File: config.mk
export PLATFORM = sky130hd
export DESIGN_NAME = principal_unit
export DESIGN_NICKNAME = d
export VERILOG_FILES = /design/src/rtl/principal_unit.sv
export SDC_FILE = /design/constraint.sdc
export NUM_CORES = 1
export LEC_CHECK = 0
export ABC_AREA = 1
export BUFFER_PORTS_ARGS = -buffer_cell sky130_fd_sc_hd__buf_2
export CAP_MARGIN = 20
export CORE_AREA = 3 3 40 42
export DETAILED_ROUTE_END_ITERATION = 16
export DIE_AREA = 0 0 43 45
export HOLD_SLACK_MARGIN = 0.15
export PLACE_DENSITY = 0.62
export SLEW_MARGIN = 20
export SYNTH_ARGS = -nofsm -noshare
export SYNTH_HDL_FRONTEND = slang
export SYNTH_SLANG_ARGS = --single-unit
File: constraint.sdc
create_clock -name clk -period 0.8 [get_ports clk]
set_input_delay 0.04 -clock clk [delete_from_list [all_inputs] [get_ports clk]]
set_output_delay 0.04 -clock clk [all_outputs]
set_load 0.01 [all_outputs]
File: src/rtl/principal_unit.sv
// principal_unit: 4-input priority/count encoder with registered 2-bit code and 7-segment digit
// Ports: clk, rst (async active-high); e1:e0 mode (00 off, 01 high-prio, 10 low-prio, 11 count);
//        p3..p0 requests; y1:y0 result code; seg_a..seg_g segment drives.
// Macro PRINCIPAL_SEG_ACTIVE_LOW_EN inverts all segments (common-anode); y1:y0 unaffected.
module principal_unit (
  input  logic clk,
  input  logic rst,
  input  logic e1,
  input  logic e0,
  input  logic p3,
  input  logic p2,
  input  logic p1,
  input  logic p0,
  output logic y1,
  output logic y0,
  output logic seg_a,
  output logic seg_b,
  output logic seg_c,
  output logic seg_d,
  output logic seg_e,
  output logic seg_f,
  output logic seg_g
);
`ifdef PRINCIPAL_SEG_ACTIVE_LOW_EN
  localparam logic [6:0] POL = 7'h7f;
`else
  localparam logic [6:0] POL = 7'h00;
`endif
  logic [1:0] m, hi, lo, n_y;
  logic [3:0] p;
  logic [2:0] cnt, dig;
  logic [6:0] font, pat;
  assign m = {e1, e0};
  assign p = {p3, p2, p1, p0};
  always_comb begin
    hi   = p[3] ? 2'd3 : p[2] ? 2'd2 : p[1] ? 2'd1 : 2'd0;
    lo   = p[0] ? 2'd0 : p[1] ? 2'd1 : p[2] ? 2'd2 : p[3] ? 2'd3 : 2'd0;
    cnt  = 3'(p[0]) + 3'(p[1]) + 3'(p[2]) + 3'(p[3]);
    n_y  = m == 2'd1 ? hi : m == 2'd2 ? lo : m == 2'd3 ? cnt[1:0] : 2'd0;
    dig  = m == 2'd3 ? cnt : {1'b0, n_y};
    font = dig == 3'd0 ? 7'b1111110 :
           dig == 3'd1 ? 7'b0110000 :
           dig == 3'd2 ? 7'b1101101 :
           dig == 3'd3 ? 7'b1111001 : 7'b0110011;
    // encoders with no request show a dash; count mode always shows a digit
    pat  = m == 2'd0 ? 7'b0000000 : (m != 2'd3 && p == 4'd0) ? 7'b0000001 : font;
  end
  always_ff @(posedge clk or posedge rst)
    if (rst) begin
      {y1, y0} <= 2'b00;
      {seg_a, seg_b, seg_c, seg_d, seg_e, seg_f, seg_g} <= POL;
    end else begin
      {y1, y0} <= n_y;
      {seg_a, seg_b, seg_c, seg_d, seg_e, seg_f, seg_g} <= pat ^ POL;
    end
endmodule

# Yosys cells after proc, flatten, opt, wreduce, memory -nomap -nowiden
# Cells that the tools add are included.
# word_totals
out_inout_bits	9
register_bits	9
inputBits	8
# classes
n_eq_ne	7
n_reduce_logical	4
add_sub_neg	3
muxes	17
# ops
cell	n
$mux W7	6
$mux W2	9
$eq A3 B2 Y1 const B	2
$eq A2 B2 Y1 const B	2
$logic_not A4 Y1	1
$add A2 B1 Y3	1
$add A3 B1 Y3	1
$eq A3 B1 Y1 const B	1
$logic_not A3 Y1	1
$mux W3	1
$add A1 B1 Y2	1
$eq A2 B1 Y1 const B	1
$logic_not A2 Y1	1
$ne A2 B2 Y1 const B	1
$logic_and A1 B1 Y1	1
$mux W1	1

# Depth between registers and ports, before layout
# logic_depth
word_depth	14
depth_mapped	8

# Worst setup path before layout
# No wires, ideal clock.
# synth_timing
kind	input port to flip-flop
startpoint	in p3
endpoint	reg seg_f
setup_time_ns	0.073
stages	7
arrival_ns	1.446
slack_ns	-0.719
required_time_ns	0.727
cell_sequence	fa_1 -> ha_1 -> ha_1 -> or2_0 -> nand2_2 -> nand3_2 -> a21oi_2
# synth_between
elab_chain_cells	14
# synth_rtl
element	line_no	text
start: declaration	10	input logic p3,
parallel branches: the longest is 12 deep, another holds $add A3 B1 Y3	--	
$mux W7 * (2 in a row)	46	pat = m == 2'd0 ? 7'b0000000 : (m != 2'd3 && p == 4'd0) ? 7'b0000001 : font;
named net pat[1]	32	logic [6:0] font, pat;
end signal: assignment	54	{seg_a, seg_b, seg_c, seg_d, seg_e, seg_f, seg_g} <= pat ^ POL;
end: declaration	21	output logic seg_f,
# Mark *: on every way through the listed nets, which the timed path passes.

# Final worst setup path
# layout_timing
startpoint	in p2
endpoint	reg seg_f
# layout_between
elab_chain_cells	13
# layout_rtl
element	line_no	text
start: declaration	11	input logic p2,
$add A2 B1 Y3 or $mux W2 (tied branches)	38, 37	
$add A3 B1 Y3 or $mux W2 (tied branches)	38, 37	
$mux W2 (on tied branches)	39, 37	
$mux W2 (2 in a row)	39	n_y = m == 2'd1 ? hi : m == 2'd2 ? lo : m == 2'd3 ? cnt[1:0] : 2'd0;
$mux W3	40	dig = m == 2'd3 ? cnt : {1'b0, n_y};
$eq A3 B2 Y1	44	dig == 3'd3 ? 7'b1111001 : 7'b0110011;
$mux W7	44	
$mux W7	43	dig == 3'd2 ? 7'b1101101 :
$mux W7	42	dig == 3'd1 ? 7'b0110000 :
$mux W7	41	font = dig == 3'd0 ? 7'b1111110 :
$mux W7 * (2 in a row)	46	
named net pat[1]	32	
# Mark *: on every way through the listed nets, which the timed path passes. The rest lies on a longest branch.

==> Implementation_results.wiki <==
{| class="wikitable"
! Metric !! Value
|-
| Run status || finished with violations
|-
| Failing checks || negative setup slack
|-
| Clock slew seen by the registers of the worst setup and hold paths || 0.05 ns
|-
| Distinct cell type count after synthesis || 16
|-
| Setup slack after placement || -0.8979 ns
|-
| Proportion of layout cells with a drive suffix above 1 || 44.94%
|-
| Worst relative slew slack || 80.87%
|-
| Number of buffers on the longest clock path || 2
|-
| Type of the tightest min-delay check || input port to flop
|-
| # DRC || 0
|-
| Routed length on met1 || 353 um
|-
| Netlist area before placement || 493.0 um2
|-
| CTS sink count || 8
|-
| Number of core rows || 13
|-
| Count of vias placed by the detailed router || 463
|-
| Final Setup Violations || 7
|-
| Clock buffers created by TritonCTS || 3
|-
| Register bit count reported by yosys || 8
|-
| Crit path max fanout || 5
|-
| Wire length per cell || 10.57 um
|-
| Critical Path End Type || flop
|-
| Area of the placeable core || 1285 um2
|-
| Synthesized Nets || 75
|-
| Horizontal die dimension || 43 um
|-
| Warnings from Yosys || 0
|-
| Slowest CP cell || sky130_fd_sc_hd__fa_1
|-
| Critical Path Most Common Cell || sky130_fd_sc_hd__ha_4
|-
| Highest-count cells in the layout ignoring fill and taps || sky130_fd_sc_hd__buf_2, sky130_fd_sc_hd__nor2_1, sky130_fd_sc_hd__nand2_1
|-
| Worst setup slack after layout || -0.5985 ns
|-
| Largest delay share family, worst path || adder cells
|-
| Largest net degree at the start of global routing || 9
|-
| Clock Tree Root || sky130_fd_sc_hd__clkbuf_4
|-
| Vias in the first global route || 463
|-
| Buf/Inv on CP || 1
|-
| Share of the synthesized area in the top cell type || 40.61%
|-
| Die span in y || 45 um
|-
| Maximum vdd drop || 473.4 uV
|-
| Most common cell after layout, fill and taps aside || sky130_fd_sc_hd__buf_2
|-
| Max incr delay on CP || 0.58 ns
|-
| Count of max-cap constraint violations || 0
|-
| Critical Path RT || 0.98 ns
|-
| Yosys top cell by area || sky130_fd_sc_hd__dfrtp_1
|-
| Gate count of the mapped netlist || 61
|-
| Final core utilization || 57.55%
|-
| Number of top-level pins || 17
|-
| Startpoint type of the worst setup path || input port
|-
| Slew @ Worst Pin || 0.2867 ns
|-
| Port Buffer Count || 16
|-
| Maximum clock rate || 715.0 MHz
|-
| Count of TritonRoute iterations in the first routing pass || 1
|-
| Post-route minimum period || 1.399 ns
|-
| Final Hold Vio Count || 0
|-
| Placed wire-length estimate after detailed placement || 837.3 um
|-
| Initial antenna violation count || 0
|-
| Routed Wire Length || 1.099 mm
|-
| Remaining number of nets flagged by the antenna check after routing || 0
|-
| Area growth from synthesis to layout || 50.00%
|-
| Final nets || 105
|-
| Initial standard-cell utilization of the core || 38.36%
|-
| Maximum level of the CTS H-tree || 1
|-
| Routability congestion estimate || 0.8167
|-
| Cell types occupying the most area after synthesis || sky130_fd_sc_hd__dfrtp_1, sky130_fd_sc_hd__ha_1, sky130_fd_sc_hd__nand2_1
|-
| Remaining global-route overflow || 0
|-
| DR top layer || met4
|-
| Met2 wire len || 623 um
|-
| Syn avg cell area || 8.082 um2
|-
| Die outline area || 1935 um2
|-
| Register area share after synthesis || 40.61%
|-
| Setup Crit Path Kind || input port to flop
|-
| Per-cell via count in the routed design || 4.452
|-
| DRC violation total after the first TritonRoute iteration || 0
|-
| Total met3 wirelength after detailed routing || 78 um
|-
| Diodes inserted || 0
|-
| Global Route Usage Sum || 13.37%
|-
| Period utilization || 174.8%
|-
| RSZ-0062 raised after global routing || yes
|-
| Signal arrival time at the worst endpoint || 1.57 ns
|-
| Total power after layout || 1.125 mW
|-
| Pwr Density || 1522 nW/um2
|-
| Leakage Power || 0.4206 nW
|-
| Final max-slew violation count || 0
|-
| TritonCTS clock tree || done
|-
| First-pass GRT wire length || 1.814 mm
|-
| Worst path cell trace || buf_6 -> fa_1 -> ha_4 -> ha_4 -> or2_1 -> nand2_2 -> nand3_2 -> a21oi_2
|-
| Total Neg Setup Slack || -3.394 ns
|}
[registers in the layout, indices dropped and copies added (netlist names)]
| signal | cells |
|---|---|
| seg_a | 1 |
| seg_b | 1 |
| seg_c | 1 |
| seg_e | 1 |
| seg_f | 1 |
| seg_g | 1 |
| y0 | 1 |
| y1 | 1 |
[worst min-delay path, cell delays in order]
cell and delay, ns:
sky130_fd_sc_hd__buf_2 0.12, sky130_fd_sc_hd__nor2_1 0.07, sky130_fd_sc_hd__a31oi_1 0.14
[final cells by class]
type,instances,area (um2)
fill,128,545.5
multi-input combinational,41,286.5
inverter,11,41.29
tap,15,18.77
sequential,8,200.2
clock buffer,3,22.52
timing repair buffer,26,170.2
[per-layer routing]
metal,GRT usage [%],vias to the layer above
met1,10.17,200
met3,2.390,4
li1,-,241
met5,0,-
met4,12.05,0
met2,27.54,18
[where the power goes]
group / switching [mW] / internal, mW
Sequential: 0.00994 / 0.452
Combinational: 0.196 / 0.178
Clock: 0.118 / 0.170
Total: 0.325 / 0.801
[stage by stage]
stage	hold slack, ns	cell area, um2	instances
after floorplan	-0.1443	495.5	61
after global placement	-0.01738	646.9	99
after detailed placement	-0.005491	646.9	99
after CTS	0.1602	724.4	103
after global routing	0.1942	739.5	104
final	0.1677	739.5	104
[synthesized netlist by cell type]
cell type and number:
sky130_fd_sc_hd__dfrtp_1 8, sky130_fd_sc_hd__or2_0 1, sky130_fd_sc_hd__nor2_2 1, sky130_fd_sc_hd__nand2_1 13, sky130_fd_sc_hd__ha_1 5, sky130_fd_sc_hd__nand4_1 1, sky130_fd_sc_hd__inv_1 11, sky130_fd_sc_hd__nor2_1 11
sky130_fd_sc_hd__fa_1 1, sky130_fd_sc_hd__nand2_2 2, sky130_fd_sc_hd__a21oi_2 1, sky130_fd_sc_hd__nand3_1 2, sky130_fd_sc_hd__buf_4 1, sky130_fd_sc_hd__nand3_2 1, sky130_fd_sc_hd__a21oi_1 1, sky130_fd_sc_hd__a31oi_1 1
[timing repair]
item,CTS,global route
resized for setup,8,4
setup buffers,0,1
pin swaps,8,6
endpoints found under the hold margin,8,0
cloned,0,0
endpoints found under the setup margin,9,9
hold buffers,1,0
[logic make-up (layout without fill, tap and decap cells)]
logic type	Yosys count	in the layout	share of synthesized area, %
flip-flops	8	8	40.61
AND/OR/NAND/NOR	32	32	28.68
AO/OA/AOI/OAI	3	3	4.061
adder cells (fa/ha/maj)	6	6	16.75
buffers and inverters	12	40	9.899
[worst paths after layout]
check,from,end,slack (ns),cells past startpoint
setup / recovery,p2,seg_f$_DFF_PP0_,-0.60,8
max in group asynchronous,rst,seg_g$_DFF_PP0_,0.30,3
hold / removal,e0,seg_g$_DFF_PP0_,0.17,3
min in group asynchronous,rst,y0$_DFF_PP0_,0.28,3
No activity file was read; power rests on OpenSTA's default activity.
